`config.mk`:
```
export PLATFORM = sky130hd
export DESIGN_NAME = ann_load_ctrl_flat
export DESIGN_NICKNAME = d
export VERILOG_FILES = /design/src/rtl/ann_load_if.sv /design/src/rtl/ann_load_ctrl.sv /design/src/flat_wrapper.sv
export SDC_FILE = /design/constraint.sdc
export NUM_CORES = 1
export LEC_CHECK = 0
export ABC_AREA = 0
export BUFFER_PORTS_ARGS = -buffer_cell sky130_fd_sc_hd__buf_2
export CORE_MARGIN = 5
export CORE_UTILIZATION = 56
export CTS_CLUSTER_DIAMETER = 60
export DETAILED_ROUTE_END_ITERATION = 8
export PLACE_DENSITY = 0.79
export SLEW_MARGIN = 25
export SYNTH_ARGS = -nofsm -noshare
export SYNTH_HDL_FRONTEND = slang
export SYNTH_SLANG_ARGS = --single-unit
```
`constraint.sdc`:
```
create_clock -name clk -period 3.35 [get_ports clk]
set_clock_uncertainty 0.2 [all_clocks]
set_input_delay 0.67 -clock clk [delete_from_list [all_inputs] [get_ports clk]]
set_output_delay 0.67 -clock clk [all_outputs]
set_load 0.05 [all_outputs]
```
`src/rtl/ann_load_if.sv`:
```
// Handshake and bus bundle between the ANN load controller and its environment:
// byte stream in, accelerator memory writes and start/done out, result channel out.
interface ann_load_if #(
  parameter int ADDR_W = 14
);
  logic              img_only;
  logic              s_valid;
  logic [7:0]        s_data;
  logic              s_last;
  logic              s_ready;
  logic              wr_en;
  logic [ADDR_W-1:0] wr_addr;
  logic [7:0]        wr_data;
  logic              start;
  logic              done;
  logic [3:0]        final_class;
  logic              res_valid;
  logic [3:0]        res_class;
  logic [1:0]        res_err;
  logic              res_ready;
  logic              busy;

  // Controller side
  modport master (
    input  img_only, s_valid, s_data, s_last, done, final_class, res_ready,
    output s_ready, wr_en, wr_addr, wr_data, start, res_valid, res_class, res_err, busy
  );

  // Stream source / accelerator / result consumer side
  modport slave (
    output img_only, s_valid, s_data, s_last, done, final_class, res_ready,
    input  s_ready, wr_en, wr_addr, wr_data, start, res_valid, res_class, res_err, busy
  );
endinterface

```
`src/rtl/ann_load_ctrl.sv`:
```
// Loads one frame from a byte stream into accelerator memory, fires a single start
// pulse, waits (with timeout) for done and presents the class / error code as a result.
module ann_load_ctrl #(
  parameter int ADDR_W    = 14,
  parameter int IMG_BYTES = 784,
  parameter int TIMEOUT   = 1048575
) (
  input  logic       clk,
  input  logic       rst_n,
  ann_load_if.master bus
);
  localparam int                TW           = $clog2(TIMEOUT + 1);
  localparam logic [ADDR_W-1:0] LAST_IMG_IDX = ADDR_W'(IMG_BYTES - 1);
  localparam logic [ADDR_W-1:0] MAX_IDX      = '1;
  localparam logic [TW-1:0]     TIMER_LAST   = TW'(TIMEOUT - 1);
  localparam logic [1:0]        ERR_NONE     = 2'd0;
  localparam logic [1:0]        ERR_SHORT    = 2'd1;
  localparam logic [1:0]        ERR_OVF      = 2'd2;
  localparam logic [1:0]        ERR_TIMEOUT  = 2'd3;

  typedef enum logic [2:0] {IDLE, LOAD, FLUSH, START, WAIT, RESULT} state_t;

  state_t            state_reg, state_next;
  logic [ADDR_W-1:0] cnt_reg, cnt_next;
  logic              mode_reg, mode_next;
  logic [TW-1:0]     timer_reg, timer_next;
  logic [3:0]        res_class_reg, res_class_next;
  logic [1:0]        res_err_reg, res_err_next;
  logic              wr_en_reg, wr_en_next;
  logic [ADDR_W-1:0] wr_addr_reg, wr_addr_next;
  logic [7:0]        wr_data_reg, wr_data_next;

  logic              accepting;
  logic              beat;
  logic [ADDR_W-1:0] beat_idx;
  logic              beat_mode;

  // s_ready is gated by rst_n so it reads 0 for the whole reset window.
  assign accepting = rst_n && ((state_reg == IDLE) || (state_reg == LOAD));
  assign beat      = bus.s_valid && accepting;
  assign beat_idx  = (state_reg == IDLE) ? '0 : cnt_reg;
  assign beat_mode = (state_reg == IDLE) ? bus.img_only : mode_reg;

  always_ff @(posedge clk or negedge rst_n) begin
    if (!rst_n) begin
      state_reg     <= IDLE;
      cnt_reg       <= '0;
      mode_reg      <= 1'b0;
      timer_reg     <= '0;
      res_class_reg <= 4'h0;
      res_err_reg   <= ERR_NONE;
      wr_en_reg     <= 1'b0;
      wr_addr_reg   <= '0;
      wr_data_reg   <= 8'h00;
    end else begin
      state_reg     <= state_next;
      cnt_reg       <= cnt_next;
      mode_reg      <= mode_next;
      timer_reg     <= timer_next;
      res_class_reg <= res_class_next;
      res_err_reg   <= res_err_next;
      wr_en_reg     <= wr_en_next;
      wr_addr_reg   <= wr_addr_next;
      wr_data_reg   <= wr_data_next;
    end
  end

  always_comb begin
    state_next     = state_reg;
    cnt_next       = cnt_reg;
    mode_next      = mode_reg;
    timer_next     = timer_reg;
    res_class_next = res_class_reg;
    res_err_next   = res_err_reg;
    wr_en_next     = beat;
    wr_addr_next   = wr_addr_reg;
    wr_data_next   = wr_data_reg;

    if (beat) begin
      wr_addr_next = beat_idx;
      wr_data_next = bus.s_data;
    end

    unique case (state_reg)
      IDLE, LOAD: begin
        if (beat) begin
          mode_next  = beat_mode;
          cnt_next   = beat_idx + ADDR_W'(1);
          state_next = LOAD;
          if (beat_mode) begin
            // Image-only frames end on byte count alone; s_last only matters if early.
            if (beat_idx == LAST_IMG_IDX) begin
              state_next = FLUSH;
            end else if (bus.s_last) begin
              state_next     = RESULT;
              res_err_next   = ERR_SHORT;
              res_class_next = 4'hF;
            end
          end else if (bus.s_last) begin
            if (beat_idx < LAST_IMG_IDX) begin
              state_next     = RESULT;
              res_err_next   = ERR_SHORT;
              res_class_next = 4'hF;
            end else begin
              state_next = FLUSH;
            end
          end else if (beat_idx == MAX_IDX) begin
            state_next     = RESULT;
            res_err_next   = ERR_OVF;
            res_class_next = 4'hF;
          end
        end
      end
      FLUSH: state_next = START;
      START: begin
        timer_next = '0;
        state_next = WAIT;
      end
      WAIT: begin
        if (bus.done) begin
          state_next     = RESULT;
          res_class_next = bus.final_class;
          res_err_next   = ERR_NONE;
        end else if (timer_reg == TIMER_LAST) begin
          // TIMEOUT consecutive WAIT cycles without done
          state_next     = RESULT;
          res_class_next = 4'hF;
          res_err_next   = ERR_TIMEOUT;
        end else begin
          timer_next = timer_reg + TW'(1);
        end
      end
      RESULT: begin
        if (bus.res_ready) begin
          state_next = IDLE;
        end
      end
      default: state_next = IDLE;
    endcase
  end

  assign bus.s_ready   = accepting;
  assign bus.wr_en     = wr_en_reg;
  assign bus.wr_addr   = wr_addr_reg;
  assign bus.wr_data   = wr_data_reg;
  assign bus.start     = (state_reg == START);
  assign bus.res_valid = (state_reg == RESULT);
  assign bus.res_class = res_class_reg;
  assign bus.res_err   = res_err_reg;
  assign bus.busy      = (state_reg != IDLE);
endmodule

```
`src/flat_wrapper.sv`:
```
// flat-port wrapper written by rule: the top's interface ports become plain ports
module ann_load_ctrl_flat 
#(
  parameter int ADDR_W    = 14,
  parameter int IMG_BYTES = 784,
  parameter int TIMEOUT   = 1048575
)
  (clk, rst_n, bus_img_only, bus_s_valid, bus_s_data, bus_s_last, bus_done, bus_final_class, bus_res_ready, bus_s_ready, bus_wr_en, bus_wr_addr, bus_wr_data, bus_start, bus_res_valid, bus_res_class, bus_res_err, bus_busy);
  ann_load_if #(.ADDR_W(ADDR_W)) bus_i ();
  input  logic clk;
  input  logic rst_n;
  input wire logic [$bits(bus_i.img_only)-1:0] bus_img_only;
  input wire logic [$bits(bus_i.s_valid)-1:0] bus_s_valid;
  input wire logic [$bits(bus_i.s_data)-1:0] bus_s_data;
  input wire logic [$bits(bus_i.s_last)-1:0] bus_s_last;
  input wire logic [$bits(bus_i.done)-1:0] bus_done;
  input wire logic [$bits(bus_i.final_class)-1:0] bus_final_class;
  input wire logic [$bits(bus_i.res_ready)-1:0] bus_res_ready;
  output wire logic [$bits(bus_i.s_ready)-1:0] bus_s_ready;
  output wire logic [$bits(bus_i.wr_en)-1:0] bus_wr_en;
  output wire logic [$bits(bus_i.wr_addr)-1:0] bus_wr_addr;
  output wire logic [$bits(bus_i.wr_data)-1:0] bus_wr_data;
  output wire logic [$bits(bus_i.start)-1:0] bus_start;
  output wire logic [$bits(bus_i.res_valid)-1:0] bus_res_valid;
  output wire logic [$bits(bus_i.res_class)-1:0] bus_res_class;
  output wire logic [$bits(bus_i.res_err)-1:0] bus_res_err;
  output wire logic [$bits(bus_i.busy)-1:0] bus_busy;
  assign bus_i.img_only = bus_img_only;
  assign bus_i.s_valid = bus_s_valid;
  assign bus_i.s_data = bus_s_data;
  assign bus_i.s_last = bus_s_last;
  assign bus_i.done = bus_done;
  assign bus_i.final_class = bus_final_class;
  assign bus_i.res_ready = bus_res_ready;
  assign bus_s_ready = bus_i.s_ready;
  assign bus_wr_en = bus_i.wr_en;
  assign bus_wr_addr = bus_i.wr_addr;
  assign bus_wr_data = bus_i.wr_data;
  assign bus_start = bus_i.start;
  assign bus_res_valid = bus_i.res_valid;
  assign bus_res_class = bus_i.res_class;
  assign bus_res_err = bus_i.res_err;
  assign bus_busy = bus_i.busy;
  ann_load_ctrl #(.ADDR_W(ADDR_W), .IMG_BYTES(IMG_BYTES), .TIMEOUT(TIMEOUT)) u_core (.clk(clk), .rst_n(rst_n), .bus(bus_i));
endmodule
```
== Word-level counts from Yosys, hierarchy flattened ==
Index checks and enable logic that the tools add are counted.
W data, S select, Z words.

* Memories: 0
* Register bits: 67
* ROM bits: 0
* Memory bits (writable): 0
* Latch bits: 0
* Output and inout port bits: 33

* Multiply operators: 0
* Add/sub/neg operators: 2
* Bitwise gates (word level): 0
* Reduce and logical (&&, ||, !) cells: 12
* Order comparisons: 1
* Shifts and indexed selects: 0
* Eq/ne operators: 17
* Divide/modulo/power cells: 0
* Muxes and demuxes: 36

{| class="wikitable"
|+ Operators with widths
! kind !! number
|-
| $mux W20 || 2
|-
| $pmux W20 S2 || 1
|-
| $mux W4 || 9
|-
| $mux W3 || 10
|-
| $add A20 B1 Y20 const B || 1
|-
| $eq A20 B20 Y1 const B || 1
|-
| $mux W2 || 9
|-
| $pmux W3 S5 || 1
|-
| $add A14 B1 Y14 const B || 1
|-
| $eq A14 B10 Y1 const B || 1
|-
| $eq A14 B14 Y1 const B || 1
|-
| $lt A14 B10 Y1 const B || 1
|-
| $mux W14 || 1
|-
| $pmux W4 S2 || 1
|-
| $reduce_and A7 Y1 || 1
|-
| $eq A3 B2 Y1 const B || 2
|-
| $eq A3 B3 Y1 const B || 2
|-
| $ne A2 B2 Y1 const B || 3
|-
| $ne A3 B2 Y1 const B || 2
|-
| $ne A3 B3 Y1 const B || 2
|-
| $reduce_and A3 Y1 || 2
|-
| $ne A4 B2 Y1 const B || 1
|-
| $pmux W2 S2 || 1
|-
| $reduce_bool A2 Y1 || 2
|-
| other kinds (9) || 10
|}

== Logic depth before layout (Yosys ltp) ==
Gate-level depths: netlist of the first run.

* Depth after elaboration: 8
* Depth in mapped cells: 10

== Least setup slack after synthesis of the first run ==
No wires, ideal clock.

* Path kind: register to register
* Start point: register u_core.state_reg[2]
* End point: register u_core.res_err_reg[1] (netlist: u_core.bus.res_err[1])
* Library setup time: 0.123 ns
* Setup slack: 0.599 ns
* Clock period less this slack: 2.751 ns
* Buffers on the path: 2
* Arrival time: 2.428 ns
* Cell stages (with the launch flop): 11
* Path through: dfrtp_1 -> clkbuf_1 -> nor3_1 -> clkbuf_1 -> nor2_1 -> ha_1 -> nand4_1 -> nor4_2 -> a22o_1 -> o211a_1 -> o221a_2

* Elaborated cells between the ends (all ways): 23

{| class="wikitable"
|+ RTL lines
! what !! line !! RTL
|-
| from (decl) || ann_load_ctrl.sv:23 || <nowiki>state_t state_reg, state_next;</nowiki>
|-
| from (signal assigned) || ann_load_ctrl.sv:56 || <nowiki>state_reg <= state_next;</nowiki>
|-
| $logic_not A3 Y1 (*) || ann_load_ctrl.sv:41 || <nowiki>assign beat_idx = (state_reg == IDLE) ? '0 : cnt_reg;</nowiki>
|-
| $mux W14 (*) || ann_load_ctrl.sv:41 ||
|-
| via u_core.beat_idx[0] || ann_load_ctrl.sv:35 || <nowiki>logic [ADDR_W-1:0] beat_idx;</nowiki>
|-
| $lt A14 B10 Y1 (tied with other cells) || ann_load_ctrl.sv:100 || <nowiki>if (beat_idx < LAST_IMG_IDX) begin</nowiki>
|-
| $ne A4 B2 Y1 (no line) (tied with other cells) || -- ||
|-
| $reduce_and A7 Y1 (no line) (*) || -- ||
|-
| to (signal assigned) || ann_load_ctrl.sv:61 || <nowiki>res_err_reg <= res_err_next;</nowiki>
|-
| to (decl) || ann_load_ctrl.sv:28 || <nowiki>logic [1:0] res_err_reg, res_err_next;</nowiki>
|}

Mark *: on every way through the listed nets, which the timed path passes. The rest lies on a longest branch. The select of a mux whose other input is x is not followed.
A chain may end at the register's enable or synchronous reset.

== Final worst setup path of the first run ==
* Start point: register u_core.state_reg[1]
* End point: output port bus_start

* Longest elaborated chain between the ends: 1

{| class="wikitable"
|+ Ends and longest elaborated chain
! what !! line !! RTL
|-
| $eq A3 B2 Y1 || ann_load_ctrl.sv:146 || <nowiki>assign bus.start = (state_reg == START);</nowiki>
|-
| to (decl) || flat_wrapper.sv:23 || <nowiki>output wire logic [$bits(bus_i.start)-1:0] bus_start;</nowiki>
|}

No other way between the ends.

==> summary.txt, run 1 <==
STA
  • Setup TNS: 0 ns
  • RSZ-0062 raised after global routing: no
  • Final hold violation count: 0
  • Endpoints failing setup: 0
  • Fmax: 354.7 MHz
  • Fin crit period: 2.819 ns
  • Final period utilization: 0.8415
  • Worst slew margin: 0.4364
  • Hold WS: 0.2725 ns
  • Pins over their slew limit: 0
  • Slew @ Worst Pin: 0.8453 ns

Route
  • Final WL: 7.747 mm
  • Top sig layer: met4
  • Met1 Wirelength: 3.341 mm
  • Vias: 2911
  • Antenna-violating nets left: 0
  • Iter 0 DRT Violations: 166
  • Drt drc: 0
  • Via-per-instance ratio: 5.893
  • Wire length per cell: 15.68 um
  • First-pass DRT Iterations: 4
  • Met2 wire len: 3.959 mm
  • Met3 Routed Length: 254 um

Power
  • PwrDens: 735.0 nW/um^2
  • P_sw: 1.170 mW
  • Clock power share: 0.254
  • Sw frac: 0.4122
  • Combinational Power Share: 0.365
  • Internal power: 1.668 mW
  • P_leak: 1.804 nW
  • VDD IR max: 496.2 uV
  • Sequential power share: 0.381

Critical path
  • Crit path kind: reg2out
  • Crit end category: output pin
  • Launching element type of the critical path: flop
  • Req. time, crit path: 2.48 ns
  • Crit-path max FO: 20
  • Arrival time worst endpoint: 1.95 ns
  • Cell depth of the worst flop-to-flop path: 10

Logic synthesis
  • Yosys warning count: 0
  • Sequential element share of the synthesized area: 0.5034
  • Synth top area share: 0.5034
  • Post-synth EDFFs: 0
  • Gate count after technology mapping: 361
  • Leading area contributor after synthesis: dfrtp_1
  • Syn_nets: 383
  • Dominant synthesized flop cell: dfrtp_1
  • Yosys cell types: 56
  • Top cells by area, synth: dfrtp_1 (50%), nand2_1 (9.0%), o21ai_0 (4.8%), nand3_1 (3.5%), a21oi_1 (3.2%)
  • Most common cell in the netlist: nand2_1
  • Commonest cells post-synth: nand2_1 (80), dfrtp_1 (67), o21ai_0 (32), nand3_1 (23), a21oi_1 (21)
  • Synth async-reset ratio: 1.000
  • Post-Synthesis Cell Area: 3331 sq um
  • Register bit count reported by yosys: 67
  • Syn Area/Cell: 9.226 sq um

Clocking
  • TritonCTS clock tree: done
  • Number of clock sinks: 67
  • H-tree depth: 3
  • Later-pin clock latency in the skew report: 0.35 ns
  • # hold bufs at CTS: 0
  • Total CTS buffers: 9
  • Clock Path Buffers: 2
  • # resized after CTS: 0
  • CTS root buf: clkbuf_8
  • CTS clock-pin slew for the worst setup and hold paths: 0.07 ns
  • Setup Buffers After CTS: 0

Status
  • Status: completed

Cells and area
  • Antenna Cells: 0
  • Nets: 436
  • Layout Utilization: 0.6600
  • Design Area, Final: 3861 sq um
  • Max reg flops: 20
  • Share of cells above drive strength 1: 0.2196
  • Area Growth Syn to Fin: 15.93%
  • Non-Filler Instances: 494

Floorplanning
  • Die W: 87.12 um
  • Die Span Y: 87.12 um
  • Initial Util: 0.5693
  • Rows: 28
  • Core Box Area: 5851 sq um
  • I/O pin total: 52
  • Die area: 7590 sq um

Global routing
  • Initial antenna violation count: 0
  • Tot GR Track Use: 0.2264
  • First-pass GRT wire length: 13.51 mm
  • Overflow after GRT: 0
  • Vias in the first global route: 2961
  • Largest net degree at the start of global routing: 68

Placement
  • # placed instances: 478
  • Placed instance area: 3651 sq um
  • Final HPWL DP: 5.386 mm
  • IO buf count: 51
  • Gpl congestion: 0.8380

Hold path
  • Worst hold path class: reg2reg
  • Hold Path Stages: 2

Job
  • Max cap viols: 0
## final cells by class
class,instances,area [sq um]
Inverter,15,60.06
Clock inverter,2,60.06
Clock buffer,14,142.6
Timing Repair Buffer,58,307.8
Tap cell,75,93.84
Fill cell,487,1989
Multi-Input combinational cell,263,1520
Sequential cell,67,1677
## power groups by stage
stage | combinational (mW) | clock (mW) | sequential [mW]
after floorplan | 0.443 | 0 | 1.41
after global placement | 1.02 | 0 | 1.09
after detailed placement | 1.04 | 0 | 1.09
after CTS | 1.05 | 0.732 | 1.08
after global routing | 1.12 | 0.764 | 1.11
final | 1.04 | 0.721 | 1.08
## cells by family after synthesis
family          count (synthesis)  share of synthesized area
simple gates                  166                     0.2603
flops                          67                     0.5034
mux                             3                    0.01014
xor+xnor                        2                   0.005260
fa+ha+maj                       3                    0.01127
buf+inv                        31                    0.04245
compound gates                 89                     0.1672
## placed cells by master, fill, tap and decap left out, types with 3 or more instances in the layout
| cell type | n |
|---|---|
| o22a_1 | 4 |
| nor2_1 | 11 |
| nand4_1 | 8 |
| o21ai_0 | 32 |
| buf_4 | 7 |
| o31ai_1 | 7 |
| a21oi_1 | 21 |
| nand3_1 | 23 |
| mux2_2 | 3 |
| dfrtp_1 | 67 |
| nor3_1 | 3 |
| nand2_1 | 80 |
| or3_1 | 13 |
| ha_1 | 3 |
| buf_2 | 51 |
| and3_1 | 5 |
| a31oi_1 | 4 |
| and2_1 | 4 |
| nor4_2 | 3 |
| o211ai_1 | 3 |
| inv_1 | 12 |
| clkbuf_8 | 9 |
| clkbuf_1 | 5 |
## final timing paths
check	start	end	slack (ns)
setup / recovery	u_core.state_reg[1]	bus_start	0.53
hold / removal	u_core.bus.wr_data[1]	u_core.bus.wr_data[1]	0.27
setup reg to reg	u_core.state_reg[2]	u_core.bus.res_err[0]	0.55
hold reg to reg	u_core.bus.wr_data[1]	u_core.bus.wr_data[1]	0.27
max in group asynchronous	rst_n	u_core.timer_reg[14]	2.02
min in group asynchronous	rst_n	u_core.timer_reg[17]	0.36
## worst max-delay path: stages (launching register included)
cell,delay [ns]
dfrtp_1,0.54
inv_1,0.12
or3_4,0.38
clkinv_2,0.24
buf_2,0.32
## layer usage
layer  global-route usage  up-vias
li1                     -     1392
met1               0.2788     1440
met2               0.3810       62
met3              0.03595       17
met4               0.1213        0
met5                    0        -
## per-stage QoR
| stage | total power [mW] | worst slack (ns) |
|---|---|---|
| after floorplan | 1.852 | 0.5991 |
| after global routing | 2.990 | 0.2348 |
| final | 2.838 | 0.5310 |
| after global placement | 2.106 | 0.6804 |
| after CTS | 2.857 | 0.5267 |
| after detailed placement | 2.133 | 0.5686 |
Note: power is estimated with default switching activity, not from simulation.
==> inputs of run 2 (changes only) <==
- ABC_AREA: 0 -> 1
- CORE_UTILIZATION: 56 -> 57
- clock period: 3.35 -> 2.9 ns (I/O delays scaled with it)
==> run 2 against run 1 <==
Cell count is 19% higher. Critical endpoint is now u_core.cnt_reg[12]. Routed wire length is 6.5% higher. Critical path type is now reg2reg. Non-clock buffer count is 2 lower. Largest cell class is now multi-input combinational cells.
==> summary.txt, run 2 <==
Cells and area
  • Filler instances: 529
  • Non-Filler Instances: 589
  • Max reg flops: 20
  • Nets: 530
  • Most common library cell in the layout ignoring fill and taps: nand2_1
  • Antenna Cells: 0
  • Most frequent cells in the layout: nand2_1 (144), dfrtp_1 (67), buf_2 (51)
  • Share of cells above drive strength 1: 0.2285
  • Area Growth Syn to Fin: 14.05%

Critical path
  • Launching element type of the critical path: flop
  • Arrival time worst endpoint: 2.61 ns
  • Crit end category: flop
  • Req. time, crit path: 2.93 ns
  • Crit path kind: reg2reg
  • Crit-path max FO: 18

Floorplanning
  • Die Span Y: 89.93 um
  • I/O pin total: 52
  • Die area: 8087 sq um
  • Rows: 29
  • Die W: 89.93 um
  • Initial Util: 0.5800
  • Core Box Area: 6277 sq um

Logic synthesis
  • Post-synth EDFFs: 0
  • Yosys cell types: 41
  • Register bit count reported by yosys: 67
  • Dominant synthesized flop cell: dfrtp_1
  • Syn Area/Cell: 8.038 sq um
  • Sequential element share of the synthesized area: 0.4605
  • Syn_nets: 475
  • Commonest cells post-synth: nand2_1 (144), dfrtp_1 (67), nor2_1 (40), inv_1 (33), nand3_1 (23)
  • Gate count after technology mapping: 453
  • Synth async-reset ratio: 1.000
  • Top cells by area, synth: dfrtp_1 (46%), nand2_1 (15%), nor2_1 (4.1%), inv_1 (3.4%), nand3_1 (3.2%)
  • Synth top area share: 0.4605
  • Post-Synthesis Cell Area: 3641 sq um
  • Most common cell in the netlist: nand2_1
  • Leading area contributor after synthesis: dfrtp_1
  • Yosys warning count: 0

Power
  • VDD IR max: 714.6 uV
  • PwrDens: 984.2 nW/um^2
  • Clock power share: 0.195
  • Sequential power share: 0.359
  • Sw frac: 0.4752
  • Combinational Power Share: 0.446
  • P_sw: 1.942 mW
  • P_leak: 2.015 nW
  • Internal power: 2.145 mW

STA
  • Final hold violation count: 0
  • Pins over their slew limit: 0
  • Fin crit period: 2.580 ns
  • Final period utilization: 0.8897
  • Setup TNS: 0 ns
  • Slew @ Worst Pin: 0.8179 ns
  • Worst slew margin: 0.4547
  • RSZ-0062 raised after global routing: no
  • Fmax: 387.6 MHz
  • Endpoints failing setup: 0

Route
  • Antenna-violating nets left: 0
  • Drt drc: 0
  • Via-per-instance ratio: 5.382
  • Vias: 3170
  • Final WL: 8.247 mm
  • Iter 0 DRT Violations: 160
  • First-pass DRT Iterations: 5
  • Wire length per cell: 14.00 um

Clocking
  • Later-pin clock latency in the skew report: 0.34 ns
  • # resized after CTS: 0
  • CTS clock-pin slew for the worst setup and hold paths: 0.07 ns
  • Total CTS buffers: 9
  • # hold bufs at CTS: 0
  • TritonCTS clock tree: done
  • Setup Buffers After CTS: 0
  • H-tree depth: 3
  • CTS root buf: clkbuf_8
  • Clock Path Buffers: 2
  • Number of clock sinks: 67

Global routing
  • First-pass GRT wire length: 14.82 mm
  • Tot GR Track Use: 0.2181
  • Vias in the first global route: 3280
  • Initial antenna violation count: 0
  • Largest net degree at the start of global routing: 68
  • Overflow after GRT: 0

Placement
  • # placed instances: 574
  • Final HPWL DP: 6.031 mm
  • IO buf count: 51
  • Gpl congestion: 0.9100

Job
  • Max cap viols: 0

Hold path
  • Worst hold path class: in2async

Status
  • Status: completed
[run 2: cell types whose count changed in the layout (fill, tap and decap cells not counted), moves of 6 or more]
cell | previous run | this run
nor2_2 | 0 | 6
or3_1 | 13 | 0
inv_2 | 1 | 9
nand2_2 | 0 | 6
nor3_1 | 3 | 10
xor2_1 | 0 | 12
inv_1 | 12 | 33
nand2_1 | 80 | 144
a21oi_1 | 21 | 5
nor2_1 | 11 | 40
o21ai_0 | 32 | 19
[run 2: cell families after synthesis]
group	count (synthesis)	synth area share
AOI/OAI and AO/OA	47	0.08247
xor gates and xnor gates	16	0.03849
adders and majority gates	3	0.01031
buffers and inverters	54	0.06494
DFF	67	0.4605
and+or+nand+nor	266	0.3433
[run 2: stage by stage]
step,hold WS (ns),worst slack [ns],total power [mW],utilization,instance area [sq um]
5_1_grt,0.2262,0.1270,4.365,0.6616,4153
6_report,0.2216,0.3199,4.087,0.6616,4153
2_1_floorplan,0.08441,0.1702,2.900,-,3641
4_1_cts,0.2124,0.3559,4.109,0.6616,4153
3_5_place_dp,0.2601,0.3711,3.306,0.6295,3951
3_3_place_gp,0.2581,0.5072,3.252,0.6295,3951
[run 2: layout make-up]
cell class / instances / area (sq um) / area share
Clock buffer: 11 / 151.4 / 0.03646
Tap cell: 77 / 96.34 / 0.02320
Timing Repair Buffer: 56 / 292.8 / 0.07050
Clock inverter: 4 / 50.05 / 0.01205
Sequential cell: 67 / 1677 / 0.4037
Inverter: 42 / 157.7 / 0.03796
Multi-Input combinational cell: 332 / 1728 / 0.4161
[run 2: metal layers]
layer	track usage	routed length, um
met1	0.2778	3482
met2	0.3646	4134
met3	0.05008	495
met4	0.07568	135
met5	0	0
[run 2: path summary, 6_finish.rpt]
check | slack (ns) | end | from | cells past startpoint
max reg2reg | 0.32 | u_core.cnt_reg[12] | u_core.state_reg[1] | 10
min reg2reg | 0.28 | u_core.bus.wr_data[5] | u_core.bus.wr_data[5] | 2
min | 0.22 | u_core.timer_reg[10] | rst_n | 2
max | 0.32 | u_core.cnt_reg[12] | u_core.state_reg[1] | 10
min in group clk | 0.23 | u_core.bus.wr_data[0] | bus_s_data[0] | 3
max in group asynchronous | 1.73 | u_core.timer_reg[11] | rst_n | 2
[run 2: critical path, cell delays in order, from the launching register on]
cell and delay (ns):
dfrtp_1 0.49, nor2_4 0.10, nand2_4 0.20, inv_2 0.12, nor2_1 0.17, ha_1 0.23, nand4_1 0.19, or2_1 0.33
nor2_2 0.16, nand3_1 0.11, xor2_1 0.15
[run 2: power by group through the flow]
stage | combinational [mW] | clock, mW | sequential (mW)
after floorplan | 0.990 | 0 | 1.91
after global placement | 1.79 | 0 | 1.47
after detailed placement | 1.83 | 0 | 1.48
after CTS | 1.83 | 0.811 | 1.46
after global routing | 2.00 | 0.855 | 1.51
final | 1.82 | 0.796 | 1.47
